<file path="config.mk">
export PLATFORM = sky130hd
export DESIGN_NAME = audio_voice_sched
export DESIGN_NICKNAME = d
export VERILOG_FILES = /design/src/rtl/audio_voice_sched.sv
export SDC_FILE = /design/constraint.sdc
export NUM_CORES = 1
export LEC_CHECK = 0
export BUFFER_PORTS_ARGS = -buffer_cell sky130_fd_sc_hd__buf_2
export CAP_MARGIN = 20
export CORE_UTILIZATION = 52
export CTS_CLUSTER_SIZE = 8
export DETAILED_ROUTE_END_ITERATION = 7
export PLACE_DENSITY_LB_ADDON = 0.1
export SLEW_MARGIN = 20
export SYNTH_ARGS = -nofsm -noshare
export SYNTH_HDL_FRONTEND = slang
export SYNTH_SLANG_ARGS = --single-unit
</file>
<file path="constraint.sdc">
create_clock -name clk -period 4.4 [get_ports clk]
set_input_delay 1.32 -clock clk [delete_from_list [all_inputs] [get_ports clk]]
set_output_delay 1.32 -clock clk [all_outputs]
set_load 0.005 [all_outputs]
</file>
<file path="src/rtl/audio_voice_sched.sv">
// Four-voice audio mixer scheduler: scans voices once per frame, sums, attenuates and saturates.
// Optional per-voice mute input is enabled by defining AUDIO_VOICE_MUTE_EN.
module audio_voice_sched #(
    parameter int ATTEN_SHIFT = 1
) (
    input  logic        clk,
    input  logic        rst,
    input  logic        new_sample,
    input  logic [3:0]  voice_req,
    input  logic [95:0] voice_l,
    input  logic [95:0] voice_r,
`ifdef AUDIO_VOICE_MUTE_EN
    input  logic [3:0]  mute,
`endif
    output logic [3:0]  voice_ack,
    output logic [23:0] audio_l_out,
    output logic [23:0] audio_r_out,
    output logic        busy,
    output logic        mix_done,
    output logic        overrun
);

    // state | meaning
    // IDLE  | waiting for new_sample; outputs hold last mix
    // SCAN  | one voice per cycle, voice 0..3, accumulate requested samples
    // SAT   | attenuate and saturate sums, register outputs
    typedef enum logic [1:0] {
        IDLE = 2'd0,
        SCAN = 2'd1,
        SAT  = 2'd2
    } state_t;

    localparam logic signed [25:0] SAT_MAX = 26'sd8388607;
    localparam logic signed [25:0] SAT_MIN = -26'sd8388608;

    state_t state_q, state_d;
    logic [1:0] scan_left_q, scan_left_d;
    logic [1:0] voice_idx;
    logic [3:0] req_eff;
    logic       take;
    logic       frame_start;

    logic [23:0]        sel_l, sel_r;
    logic signed [25:0] ext_l, ext_r;
    logic signed [25:0] acc_l_q, acc_r_q;
    logic signed [25:0] shf_l, shf_r;
    logic [23:0]        sat_l, sat_r;

`ifdef AUDIO_VOICE_MUTE_EN
    assign req_eff = voice_req & ~mute;
`else
    assign req_eff = voice_req;
`endif

    // scan counter runs 3..0, so the voice being scanned is its complement
    assign voice_idx = 2'd3 - scan_left_q;

    assign sel_l = voice_l[voice_idx*24 +: 24];
    assign sel_r = voice_r[voice_idx*24 +: 24];
    assign ext_l = {{2{sel_l[23]}}, sel_l};
    assign ext_r = {{2{sel_r[23]}}, sel_r};

    // a reset cycle consumes nothing, so an abandoned frame never acks
    assign take = (state_q == SCAN) && req_eff[voice_idx] && !rst;

    assign shf_l = acc_l_q >>> ATTEN_SHIFT;
    assign shf_r = acc_r_q >>> ATTEN_SHIFT;

    function automatic logic [23:0] sat24(input logic signed [25:0] v);
        if (v > SAT_MAX) begin
            return 24'h7FFFFF;
        end else if (v < SAT_MIN) begin
            return 24'h800000;
        end else begin
            return v[23:0];
        end
    endfunction

    assign sat_l = sat24(shf_l);
    assign sat_r = sat24(shf_r);

    always_comb begin
        state_d     = state_q;
        scan_left_d = scan_left_q;
        frame_start = 1'b0;
        voice_ack   = 4'b0000;
        case (state_q)
            IDLE: begin
                if (new_sample) begin
                    state_d     = SCAN;
                    scan_left_d = 2'd3;
                    frame_start = 1'b1;
                end
            end
            SCAN: begin
                if (take) begin
                    voice_ack = 4'b0001 << voice_idx;
                end
                if (scan_left_q == 2'd0) begin
                    state_d = SAT;
                end else begin
                    scan_left_d = scan_left_q - 2'd1;
                end
            end
            SAT: begin
                state_d = IDLE;
            end
            default: begin
                state_d = IDLE;
            end
        endcase
    end

    assign busy = (state_q != IDLE);

    always_ff @(posedge clk) begin
        if (rst) begin
            state_q     <= IDLE;
            scan_left_q <= 2'd0;
            acc_l_q     <= '0;
            acc_r_q     <= '0;
            audio_l_out <= '0;
            audio_r_out <= '0;
            mix_done    <= 1'b0;
            overrun     <= 1'b0;
        end else begin
            state_q     <= state_d;
            scan_left_q <= scan_left_d;
            mix_done    <= (state_q == SAT);
            if (new_sample && (state_q != IDLE)) begin
                overrun <= 1'b1;
            end
            if (frame_start) begin
                acc_l_q <= '0;
                acc_r_q <= '0;
            end else if (take) begin
                acc_l_q <= acc_l_q + ext_l;
                acc_r_q <= acc_r_q + ext_r;
            end
            if (state_q == SAT) begin
                audio_l_out <= sat_l;
                audio_r_out <= sat_r;
            end
        end
    end

endmodule

</file>
# [Word-level counts from Yosys, hierarchy flattened]
# Index checks and enable logic that the tools add are counted.
[classes] div_mod_pow=0 n_addsub=4 n_reduce_logical=11 mul=1 bitwise_logic=0 n_mux=16 n_eq_ne=5 shift=3 order_cmp=5
[ops] operator="indexed part select 96 x 8 -> 24 bit" count=2
[ops] operator="two-way mux 24 bit" count=4
[ops] operator="adder 26 x 24 -> 26 bit" count=2
[ops] operator="> comparator 25 x 24 -> 1 bit, second input constant" count=2
[ops] operator="less-than comparator 25 x 24 -> 1 bit, second input constant" count=2
[ops] operator="two-way mux 2 bit" count=4
[ops] operator="two-way mux 4 bit" count=2
[ops] operator="one-hot mux 2 bit (2 select lines)" count=2
[ops] operator="logical NOT 2 bit" count=2
[ops] operator="multiplier 2 x 2 -> 4 bit, second input constant" count=1
[ops] operator="!= test 2 bit, second input constant" count=2
[ops] operator="nonzero test 2 bit" count=2
[ops] operator="left shift 1 x 2 -> 4 bit, first input constant" count=1
[ops] operator="logical AND 1 bit" count=3
[ops] operator="less-than comparator 2 x 3 -> 1 bit, second input constant" count=1
[ops] operator="two-way mux 1 bit" count=3
[ops] operator="AND reduction 3 bit" count=1
[ops] operator="binary-select mux 1 bit (select 2 bit)" count=1
[ops] operator="== test 2 x 1 -> 1 bit, second input constant" count=1
[ops] operator="== test 2 bit, second input constant" count=1
[ops] operator="!= test 2 x 1 -> 1 bit, second input constant" count=1
[ops] operator="AND reduction 2 bit" count=1
[ops] operator="OR reduction 2 bit" count=1
[ops] operator="subtractor 2 x 1 -> 2 bit, second input constant" count=1
[ops] operator="other kinds (2)" count=2
[word_totals] ramBits=0 mem_count=0 out_inout_bits=55 wordCells=53 regBits=106 mem_bits_ro=0 latch_bits=0

# [Depth between registers and ports, before layout]
# Gate-level depths: netlist (run 1).
[logic_depth] word_depth=7 depth_mapped=14

# [Worst setup path after synthesis (run 1)]
# OpenSTA, ideal clock, no wires.
[synth_path] path_kind="input -> output" startpoint="input port voice_req[0]" endpoint="output port voice_ack[0]" path_buffers=2 t_required_ns=3.080 cell_stages=5 path_slack_ns=0.617 arrival_ns=2.463 cell_sequence="mux4_2 and3_1 buf_2 clkbuf_1 and2_1"
[synth_between] elab_chain_len=6
[synth_rtl] item="start, declared" line_no="9" text="input logic [3:0] voice_req,"
[synth_rtl] item="binary-select mux 1 bit (select 2 bit)" line_no="64" text="assign take = (state_q == SCAN) && req_eff[voice_idx] && !rst;"
[synth_rtl] item="two-way mux 1 bit (not written as such)" line_no="64"
[synth_rtl] item="logical AND 1 bit (2 in series)" line_no="64"
[synth_rtl] item="two-way mux 4 bit" line_no="96" text="if (take) begin"
[synth_rtl] item="two-way mux 4 bit" line_no="87" text="case (state_q)"
[synth_rtl] item="end, declared" line_no="15" text="output logic [3:0] voice_ack,"
# Every way passes these cells. The select of a mux whose other input is x is not followed.

# [Worst setup path in the final report (run 1)]
[layout_path] startpoint="input port voice_req[0]" endpoint="output port voice_ack[1]"
# The elaborated chain is that of the path after synthesis.

==> flow_summary_export.csv, run 1 <==
group,metric,value,unit
routing,postRouteAntennaNets,0,
worst_setup_path,start_kind,"primary input",
sta,setup_tns,0,ns
global_route,grt_max_degree,56,
flow_run,drv_cap,0,
clocking,cts_sinks,106,
die,die_w,126,um
yosys,ys_types,66,
sta,relSlewSlack,25.1,%
power,power.density,319,mW/mm^2
min_path,min_to,"acc_l_q[0]",
clocking,cts_buffer_depth,2,
die,num_io_pins,254,
placement,numPortBuffers,253,
clocking,cts_tree,"yes",
global_route,grt_pass1_vias,7202,
yosys,synth.area.top_cells,"dfxtp_1 27%, mux4_2 14%, ha_1 8.5%, a21oi_1 6.5%, o21ai_0 5.5%",
yosys,yosys_warnings,0,
routing,via_count,7905,
worst_setup_path,crit_fanout,15,
final_layout,mostFrequentLayoutCell,"buf_2",
worst_setup_path,timing.rr.start,"scan_left_q[0]",
yosys,yosysSeqAreaShare,26.6,%
worst_setup_path,reg2reg_slack,0.90,ns
yosys,synth_area,0.00798,mm^2
die,die_h,126,um
worst_setup_path,r2r-end,"acc_r_q[25]",
clocking,postCtsSetupBuffers,0,
yosys,synth_ff_type,"dfxtp_1",
global_route,grt_pass1_wl,35700,um
worst_setup_path,critPathKind,"primary input to output port",
yosys,synth_seq_cells,106,
clocking,clkTransAtPathRegs,0.07,ns
final_layout,final_cell_mix,"253 x buf_2, 108 x nor2_1, 104 x a21oi_1, 104 x dfxtp_1, 87 x o21ai_0",
final_layout,syn2layout_area_growth,21.2,%
power,leakagePower,0.00432,uW
die,start_util,54.1,%
final_layout,diodes,0,
clocking,cts_made_buffers,9,
power,clock_power_share,27.8,%
routing,viasPerCell,5.85,
power,pwr-share-comb,36.9,%
yosys,synth_edf_count,0,
global_route,grt.overflow.total,0,
power,vdd.ir_drop.worst,217,uV
min_path,hold_class,"flip-flop to flip-flop",
power,finalPower,3080,uW
global_route,grt_usage,28.1,%
worst_setup_path,endpoint_kind,"output port",
yosys,syn-num-nets,1207,
placement,dpl_cell_area,0.00933,mm^2
final_layout,fin_area,0.00967,mm^2
sta,finalClockSkew,0.00496,ns
sta,setup_viol_count_final,0,
power,intPower,2010,uW
yosys,syn_avg_cell_area,8.38,um^2
status,outcome,"finished clean",
final_layout,layout.nets,1418,
routing,dr.pass1.iters,5,
sta,period_share,92.3,%
clocking,cts-resized-gates,0,
die,core_area,0.0148,mm^2
placement,place.gp.congestion,0.938,
worst_setup_path,crit_arrival,2.74,ns
routing,drt-total-wl,22300,um
routing,drc,0,
worst_setup_path,rr_worst_depth,11,
routing,routedWlPerCell,16.5,um
clocking,cts_root_buffer,"clkbuf_16",
yosys,synthArstFlopShare,0,%
yosys,syn_inst,952,
sta,final_max_slew_viol_count,0,
placement,hpwl,16400,um
global_route,antenna_found_initial,0,
clocking,cts.htree.levels,3,
sta,hold_violations,0,
yosys,yosys.area.top_type,"dfxtp_1",
sta,timing.fmax,246,MHz
routing,drt_iter0_markers,492,
clocking,postCtsHoldBufs,0,
power,p_switching,1070,uW
worst_setup_path,worstPathRequired,3.08,ns
final_layout,final.fill_count,1316,
die,die-area,0.0158,mm^2
final_layout,layout-drive-gt1-share,30.1,%
power,seqPwrFrac,35.3,%
min_path,hold_depth,2,
sta,period_minus_slack,4.06,ns
die,rows,44,
yosys,yosysTopAreaCellShare,26.6,%
min_path,min_from,"acc_l_q[0]",
power,p_sw_share,34.8,%
sta,worst_slew_pin_slew,1.12,ns
clocking,insertion_delay,0.36,ns
sta,rsz0062_at_grt,"no",
power by group through the flow:
stage	sequential (uW)	combinational (uW)	clock [uW]
after CTS	1090	1130	869
final	1090	1140	854
after global placement	1110	1110	0
after global routing	1100	1250	909
after detailed placement	1110	1120	0
after floorplan	1070	844	0
per-stage QoR:
stage	std cells	setup slack (ns)	utilization, %	hold WS (ns)
floorplan	952	0.617	-	0.441
CTS	1351	0.354	65.3	0.463
finish	1352	0.340	65.5	0.463
global route	1352	0.286	65.5	0.495
global placement	1335	0.379	63.3	0.444
detailed placement	1335	0.298	63.3	0.450
synth_stat cells (3+ instances only):
| master | number |
|---|---|
| a211oi_1 | 32 |
| a21o_1 | 29 |
| a21oi_1 | 104 |
| a22oi_1 | 3 |
| a31oi_1 | 10 |
| and2_1 | 8 |
| and3_1 | 7 |
| buf_1 | 4 |
| buf_2 | 10 |
| clkbuf_1 | 51 |
| dfxtp_1 | 106 |
| ha_1 | 54 |
| inv_1 | 18 |
| mux4_2 | 49 |
| nand2_1 | 76 |
| nand2b_1 | 7 |
| nand3_1 | 18 |
| nand4_1 | 8 |
| nor2_1 | 108 |
| nor2b_1 | 12 |
| nor3_1 | 8 |
| o211ai_1 | 3 |
| o21a_1 | 9 |
| o21ai_0 | 87 |
| o21ai_1 | 32 |
| o21bai_1 | 7 |
| o31ai_1 | 3 |
| or3_1 | 3 |
| xnor2_1 | 22 |
| xor2_1 | 17 |
metal layers:
layer	GRT usage, %	wire [um]
met2	44.6	10100
met3	5.56	1400
met5	0	0
met1	39.6	10600
met4	6.24	202
critical path: stages:
cell and delay [ns]:
buf_2 0.09, mux4_2 0.47, and3_1 0.43, and2_1 0.29
buf_2 0.12
worst max path at each step:
stage            startpoint            to  slack [ns]  depth (start not counted)
6_report       voice_req[0]  voice_ack[1]        0.34                          5
5_1_grt        voice_req[0]  voice_ack[3]        0.29                          5
4_1_cts        voice_req[0]  voice_ack[1]        0.35                          5
3_5_place_dp     voice_r[0]   acc_r_q[24]        0.30                         13
3_3_place_gp     voice_r[0]   acc_r_q[24]        0.38                         13
2_1_floorplan  voice_req[0]  voice_ack[0]        0.62                          5
kinds of logic (layout without fill, tap and decap cells):
logic type / Yosys count / count (layout) / synth area share, %
buf+inv: 85 / 301 / 4.22
simple gates: 266 / 266 / 15.0
fa+ha+maj: 56 / 56 / 8.97
xor+xnor: 39 / 39 / 4.28
mux: 50 / 50 / 14.0
flops: 106 / 106 / 26.6
compound gates: 350 / 350 / 27.0
final cells by class:
type / count / area, um^2 / share of cell area, %
multi-input cells: 761 / 5530 / 57.2
flip-flops and latches: 106 / 2130 / 22.0
repair buffers: 267 / 1400 / 14.5
clock buffers: 12 / 256 / 2.65
well taps: 184 / 230 / 2.38
inverters: 18 / 67.6 / 0.699
clock inverters: 4 / 48.8 / 0.505
flip-flops by register name, summed over array words and instances (netlist names):
register     count
acc_l_q         26
acc_r_q         26
audio_l_out     24
audio_r_out     24
mix_done         1
overrun          1
scan_left_q      2
state_q          2
Note: power is estimated with default switching activity, not from simulation.
==> inputs of run 2 (changes only) <==
- clock period: 4.4 -> 3.8 ns (I/O delays scaled with it)
==> flow_summary_export.csv, run 2 (same netlist as run 1, synthesis figures left out) <==
group,metric,value,unit
status,outcome,"finished clean",
power,vdd.ir_drop.worst,259,uV
clocking,postCtsHoldBufs,0,
power,leakagePower,0.00442,uW
routing,dr.pass1.iters,5,
final_layout,final_cell_mix,"253 x buf_2, 108 x nor2_1, 104 x a21oi_1, 104 x dfxtp_1, 87 x o21ai_0",
clocking,cts_made_buffers,9,
power,power.density,365,mW/mm^2
routing,via_count,8036,
worst_setup_path,cp_common_cell,"buf_4",
min_path,hold_class,"flip-flop to flip-flop",
global_route,antenna_found_initial,0,
die,die-area,0.0158,mm^2
final_layout,final-seq-area,0.00213,mm^2
sta,holdWs,0.467,ns
worst_setup_path,critPathKind,"flip-flop to output port",
clocking,cts-resized-gates,0,
sta,rsz0062_at_grt,"no",
worst_setup_path,slowest_delay,0.49,ns
clocking,cts_buffer_depth,2,
sta,setup_viol_count_final,0,
flow_run,drv_cap,0,
clocking,cts_root_buffer,"clkbuf_16",
sta,final_max_slew_viol_count,0,
clocking,cts_sinks,106,
final_layout,layout.nets,1438,
placement,hpwl,16400,um
final_layout,mostFrequentLayoutCell,"buf_2",
final_layout,syn2layout_area_growth,23.4,%
die,die_w,126,um
clocking,clkTransAtPathRegs,0.07,ns
routing,drt_iter0_markers,456,
sta,finalClockSkew,0.0101,ns
global_route,grt_usage,28.5,%
worst_setup_path,critical_path_buf_inv_count,3,
worst_setup_path,worstPathRequired,2.66,ns
die,die_h,126,um
placement,placed_cells,1354,
routing,drt-total-wl,22400,um
clocking,postCtsSetupBuffers,0,
worst_setup_path,crit_chain,"buf_4 > buf_4 > mux4_2 > and3_1 > and2_1 > buf_2",
die,num_io_pins,254,
clocking,insertion_delay,0.36,ns
die,rows,44,
sta,period_share,94.3,%
clocking,cts_tree,"yes",
global_route,grt_max_degree,56,
placement,place.gp.congestion,0.927,
final_layout,fin_cells,1371,
placement,numPortBuffers,253,
sta,setup_tns,0,ns
sta,worst_slew_pin_slew,1.12,ns
worst_setup_path,start_kind,"flip-flop",
clocking,cts.htree.levels,3,
die,start_util,54.1,%
routing,viasPerCell,5.86,
routing,drc,0,
worst_setup_path,crit_arrival,2.44,ns
final_layout,multi_input_area,0.00553,mm^2
final_layout,final.fill_count,1285,
die,core_area,0.0148,mm^2
global_route,grt.overflow.total,0,
sta,relSlewSlack,25.6,%
worst_setup_path,worst_path_dominant_cell_family,"buffers and inverters",
routing,postRouteAntennaNets,0,
global_route,grt_pass1_wl,36500,um
sta,period_minus_slack,3.58,ns
sta,hold_violations,0,
worst_setup_path,endpoint_kind,"output port",
global_route,grt_pass1_vias,7380,
final_layout,diodes,0,
sta,setup_ws,0.216,ns
placement,post-place-ws,-0.0545,ns
sta,timing.fmax,279,MHz
routing,routedWlPerCell,16.4,um
final_layout,layout-drive-gt1-share,31.1,%
worst_setup_path,crit_fanout,16,
final_layout,largestRegisters,"acc_l_q x26, acc_r_q x26",
worst_setup_path,slowest_stage,"dfxtp_2",
[run 2: cell count changes in the layout (fill, tap and decap cells not counted)]
cell	change
buf_12	+2
buf_16	+1
buf_4	+17
clkbuf_1	+2
clkbuf_8	-1
clkinv_2	-1
inv_4	-1
[run 2: final timing paths]
check | start | slack, ns | cells past startpoint | to
worst min register to register | acc_r_q[0] | 0.47 | 2 | acc_r_q[0]
worst max-delay path | scan_left_q[1] | 0.22 | 6 | voice_ack[3]
worst min-delay path | acc_r_q[0] | 0.47 | 2 | acc_r_q[0]
worst max register to register | scan_left_q[0] | 0.37 | 11 | acc_l_q[20]
[run 2: power breakdown]
part | leakage (uW) | total [uW] | switching (uW) | internal, uW
Sequential | 0.000860 | 1250 | 75.1 | 1170
Combinational | 0.00343 | 1380 | 736 | 646
Clock | 0.000136 | 958 | 431 | 527
Total | 0.00442 | 3590 | 1240 | 2350
[run 2: metrics by stage]
step,util (%),total power (uW),area [um^2]
after floorplan,-,2220,7980
after global placement,64.4,2610,9500
after detailed placement,64.4,2630,9500
after CTS,66.3,3590,9790
after global routing,66.7,3810,9840
final,66.7,3590,9840
[run 2: cell type report]
type                    instances  share of cell area (%)
repair buffers                287                    16.2
flip-flops and latches        106                    21.6
multi-input cells             761                    56.2
clock inverters                 2                   0.381
inverters                      18                   0.686
well taps                     184                    2.34
clock buffers                  13                    2.54
[run 2: metal layers]
metal / wire (um) / global-route usage, % / vias to the layer above
met5: 0 / 0 / -
met4: 293 / 6.38 / 0
met3: 1330 / 5.06 / 21
met2: 10400 / 46.8 / 290
met1: 10400 / 39.2 / 3751
li1: - / - / 3974
[run 2: tightest hold or removal path, delay by kind of cell (launching register included)]
kind,cells,cell delay [ns]
flip-flops,1,0.32
AND/OR/NAND/NOR,1,0.05
AO/OA/AOI/OAI,1,0.05
==> inputs of run 3 (changes only) <==
- ABC_AREA: default -> 1
- CORE_UTILIZATION: 52 -> 54
==> flow_summary_export.csv, run 3 <==
group,metric,value,unit
yosys,synth_area,0.00916,mm^2
placement,place.gp.congestion,0.947,
power,p_sw_share,38.3,%
final_layout,final_cell_mix,"339 x nand2_1, 297 x inv_1, 253 x buf_2",
routing,routedWlPerCell,14.8,um
global_route,grt_pass1_vias,9538,
worst_setup_path,endpoint_kind,"output port",
die,num_io_pins,254,
clocking,cts_buffer_depth,2,
global_route,grt_usage,33.8,%
final_layout,syn2layout_area_growth,18.3,%
final_layout,diodes,0,
yosys,syn-num-nets,1809,
sta,rsz0062_at_grt,"no",
final_layout,mostFrequentLayoutCell,"nand2_1",
final_layout,layout-drive-gt1-share,16.8,%
worst_setup_path,start_kind,"flip-flop",
global_route,grt_pass1_wl,47600,um
clocking,insertion_delay,0.37,ns
min_path,hold_class,"flip-flop to flip-flop",
status,outcome,"finished clean",
routing,drt-total-wl,29400,um
clocking,cts_tree,"yes",
final_layout,layout.nets,2021,
final_layout,largestRegisters,"acc_l_q x26, acc_r_q x26",
final_layout,final.fill_count,1605,
routing,via_count,10600,
final_layout,final-seq-area,0.00213,mm^2
yosys,syn_avg_cell_area,5.89,um^2
die,start_util,55.2,%
die,die_w,132,um
worst_setup_path,critPathKind,"flip-flop to output port",
sta,worst_slew_pin_slew,1.09,ns
power,p_switching,1370,uW
yosys,syn_inst,1554,
power,leakagePower,0.00618,uW
die,die_h,132,um
sta,finalClockSkew,0.0144,ns
power,finalPower,3570,uW
sta,relSlewSlack,27.0,%
placement,numPortBuffers,253,
yosys,synth_seq_cells,106,
clocking,cts_sinks,106,
routing,drc,0,
die,rows,47,
sta,timing.fmax,313,MHz
global_route,grt.overflow.total,0,
sta,hold_violations,0,
clocking,postCtsSetupBuffers,0,
routing,postRouteAntennaNets,0,
yosys,yosys_warnings,0,
clocking,postCtsHoldBufs,0,
yosys,yosysSeqAreaShare,23.2,%
yosys,synth_common_cells,"339 x nand2_1, 299 x inv_1, 220 x nor2_1",
global_route,grt_max_degree,103,
placement,post-place-ws,0.545,ns
clocking,cts_made_buffers,9,
placement,hpwl,22600,um
die,core_area,0.0166,mm^2
sta,setup_viol_count_final,0,
routing,drt_iter0_markers,737,
sta,final_max_slew_viol_count,0,
worst_setup_path,crit_arrival,2.05,ns
power,power.density,329,mW/mm^2
worst_setup_path,crit_fanout,59,
clocking,cts.htree.levels,3,
yosys,synth_ff_type,"dfxtp_1",
yosys,yosysTopAreaCellShare,23.2,%
yosys,synth.most_common_cell,"nand2_1",
power,clock_power_share,28.7,%
clocking,cts-resized-gates,0,
sta,period_share,84.0,%
sta,setup_tns,0,ns
power,pwr-share-comb,37.9,%
routing,dr.pass1.iters,5,
global_route,antenna_found_initial,0,
clocking,cts_root_buffer,"clkbuf_16",
power,seqPwrFrac,33.4,%
yosys,synth_edf_count,0,
yosys,synth.area.top_cells,"dfxtp_1 23%, nand2_1 14%, inv_1 12%, nor2_1 9.0%, ha_1 7.4%",
power,vdd.ir_drop.worst,256,uV
die,die-area,0.0175,mm^2
yosys,synthArstFlopShare,0,%
power,intPower,2200,uW
final_layout,multi_input_area,0.00556,mm^2
worst_setup_path,worstPathRequired,2.66,ns
sta,period_minus_slack,3.19,ns
sta,setup_ws,0.607,ns
yosys,ys_types,37,
flow_run,drv_cap,0,
routing,viasPerCell,5.31,
clocking,clkTransAtPathRegs,0.07,ns
final_layout,utilization,65.3,%
yosys,yosys.area.top_type,"dfxtp_1",
run 3: changes by cell type in the layout (fill, tap and decap cells not counted), sizes merged, moves of 16 or more:
cell / before / now
o221ai: 0 / 46
o22ai: 2 / 45
nand3: 18 / 90
inv: 18 / 302
nor2: 111 / 220
a21o: 29 / 6
nand2: 76 / 340
a211oi: 33 / 3
buf: 287 / 267
mux4: 49 / 0
xnor2: 22 / 6
run 3: per-stage QoR:
| step | cells | area (um^2) | hold slack (ns) |
|---|---|---|---|
| 2_1_floorplan | 1554 | 9160 | 0.449 |
| 3_3_place_gp | 1975 | 10500 | 0.446 |
| 3_5_place_dp | 1975 | 10500 | 0.465 |
| 4_1_cts | 1991 | 10800 | 0.481 |
| 5_1_grt | 1991 | 10800 | 0.523 |
| 6_report | 1991 | 10800 | 0.477 |
run 3: layer usage:
metal	track usage, %	vias up	part of all wire [%]
li1	-	5418	-
met1	46.9	4681	47
met2	54.1	448	43
met3	5.00	34	8.0
met4	9.90	0	1.8
met5	0	-	0
run 3: path summary, 6_finish.rpt:
path,from,endpoint,slack [ns],cells after the start
setup reg to reg,scan_left_q[0],acc_l_q[16],0.76,17
setup / recovery,scan_left_q[0],voice_ack[3],0.61,7
hold reg to reg,overrun,overrun,0.48,2
hold / removal,overrun,overrun,0.48,2
run 3: worst max-delay path: stages (launching register included):
cell and delay [ns]:
dfxtp_4 0.36, inv_2 0.30, buf_12 0.28, nor2_1 0.08, o22ai_2 0.24, nand3_2 0.17
nor2_1 0.12, buf_2 0.13
run 3: final cells by class:
| cell class | count | share of cell area, % |
|---|---|---|
| clock inverters | 5 | 0.624 |
| repair buffers | 267 | 13.0 |
| inverters | 301 | 10.5 |
| flip-flops and latches | 106 | 19.6 |
| multi-input cells | 1081 | 51.4 |
| clock buffers | 11 | 2.33 |
| well taps | 220 | 2.54 |
run 3: logic make-up (layout without fill, tap and decap cells):
group | after synthesis | in the layout | synth area share (%)
and+or+nand+nor | 681 | 681 | 30.1
DFF | 106 | 106 | 23.2
buffers and inverters | 367 | 584 | 16.1
xor gates and xnor gates | 20 | 20 | 1.91
AOI/OAI and AO/OA | 324 | 324 | 20.9
adders and majority gates | 56 | 56 | 7.81
run 3: power groups by stage:
| stage | Sequential (uW) | Clock (uW) | Combinational [uW] |
|---|---|---|---|
| 5_1_grt | 1200 | 1070 | 1520 |
| 2_1_floorplan | 1210 | 0 | 926 |
| 6_report | 1190 | 1020 | 1350 |
| 4_1_cts | 1190 | 1030 | 1340 |
| 3_5_place_dp | 1220 | 0 | 1330 |
| 3_3_place_gp | 1210 | 0 | 1320 |
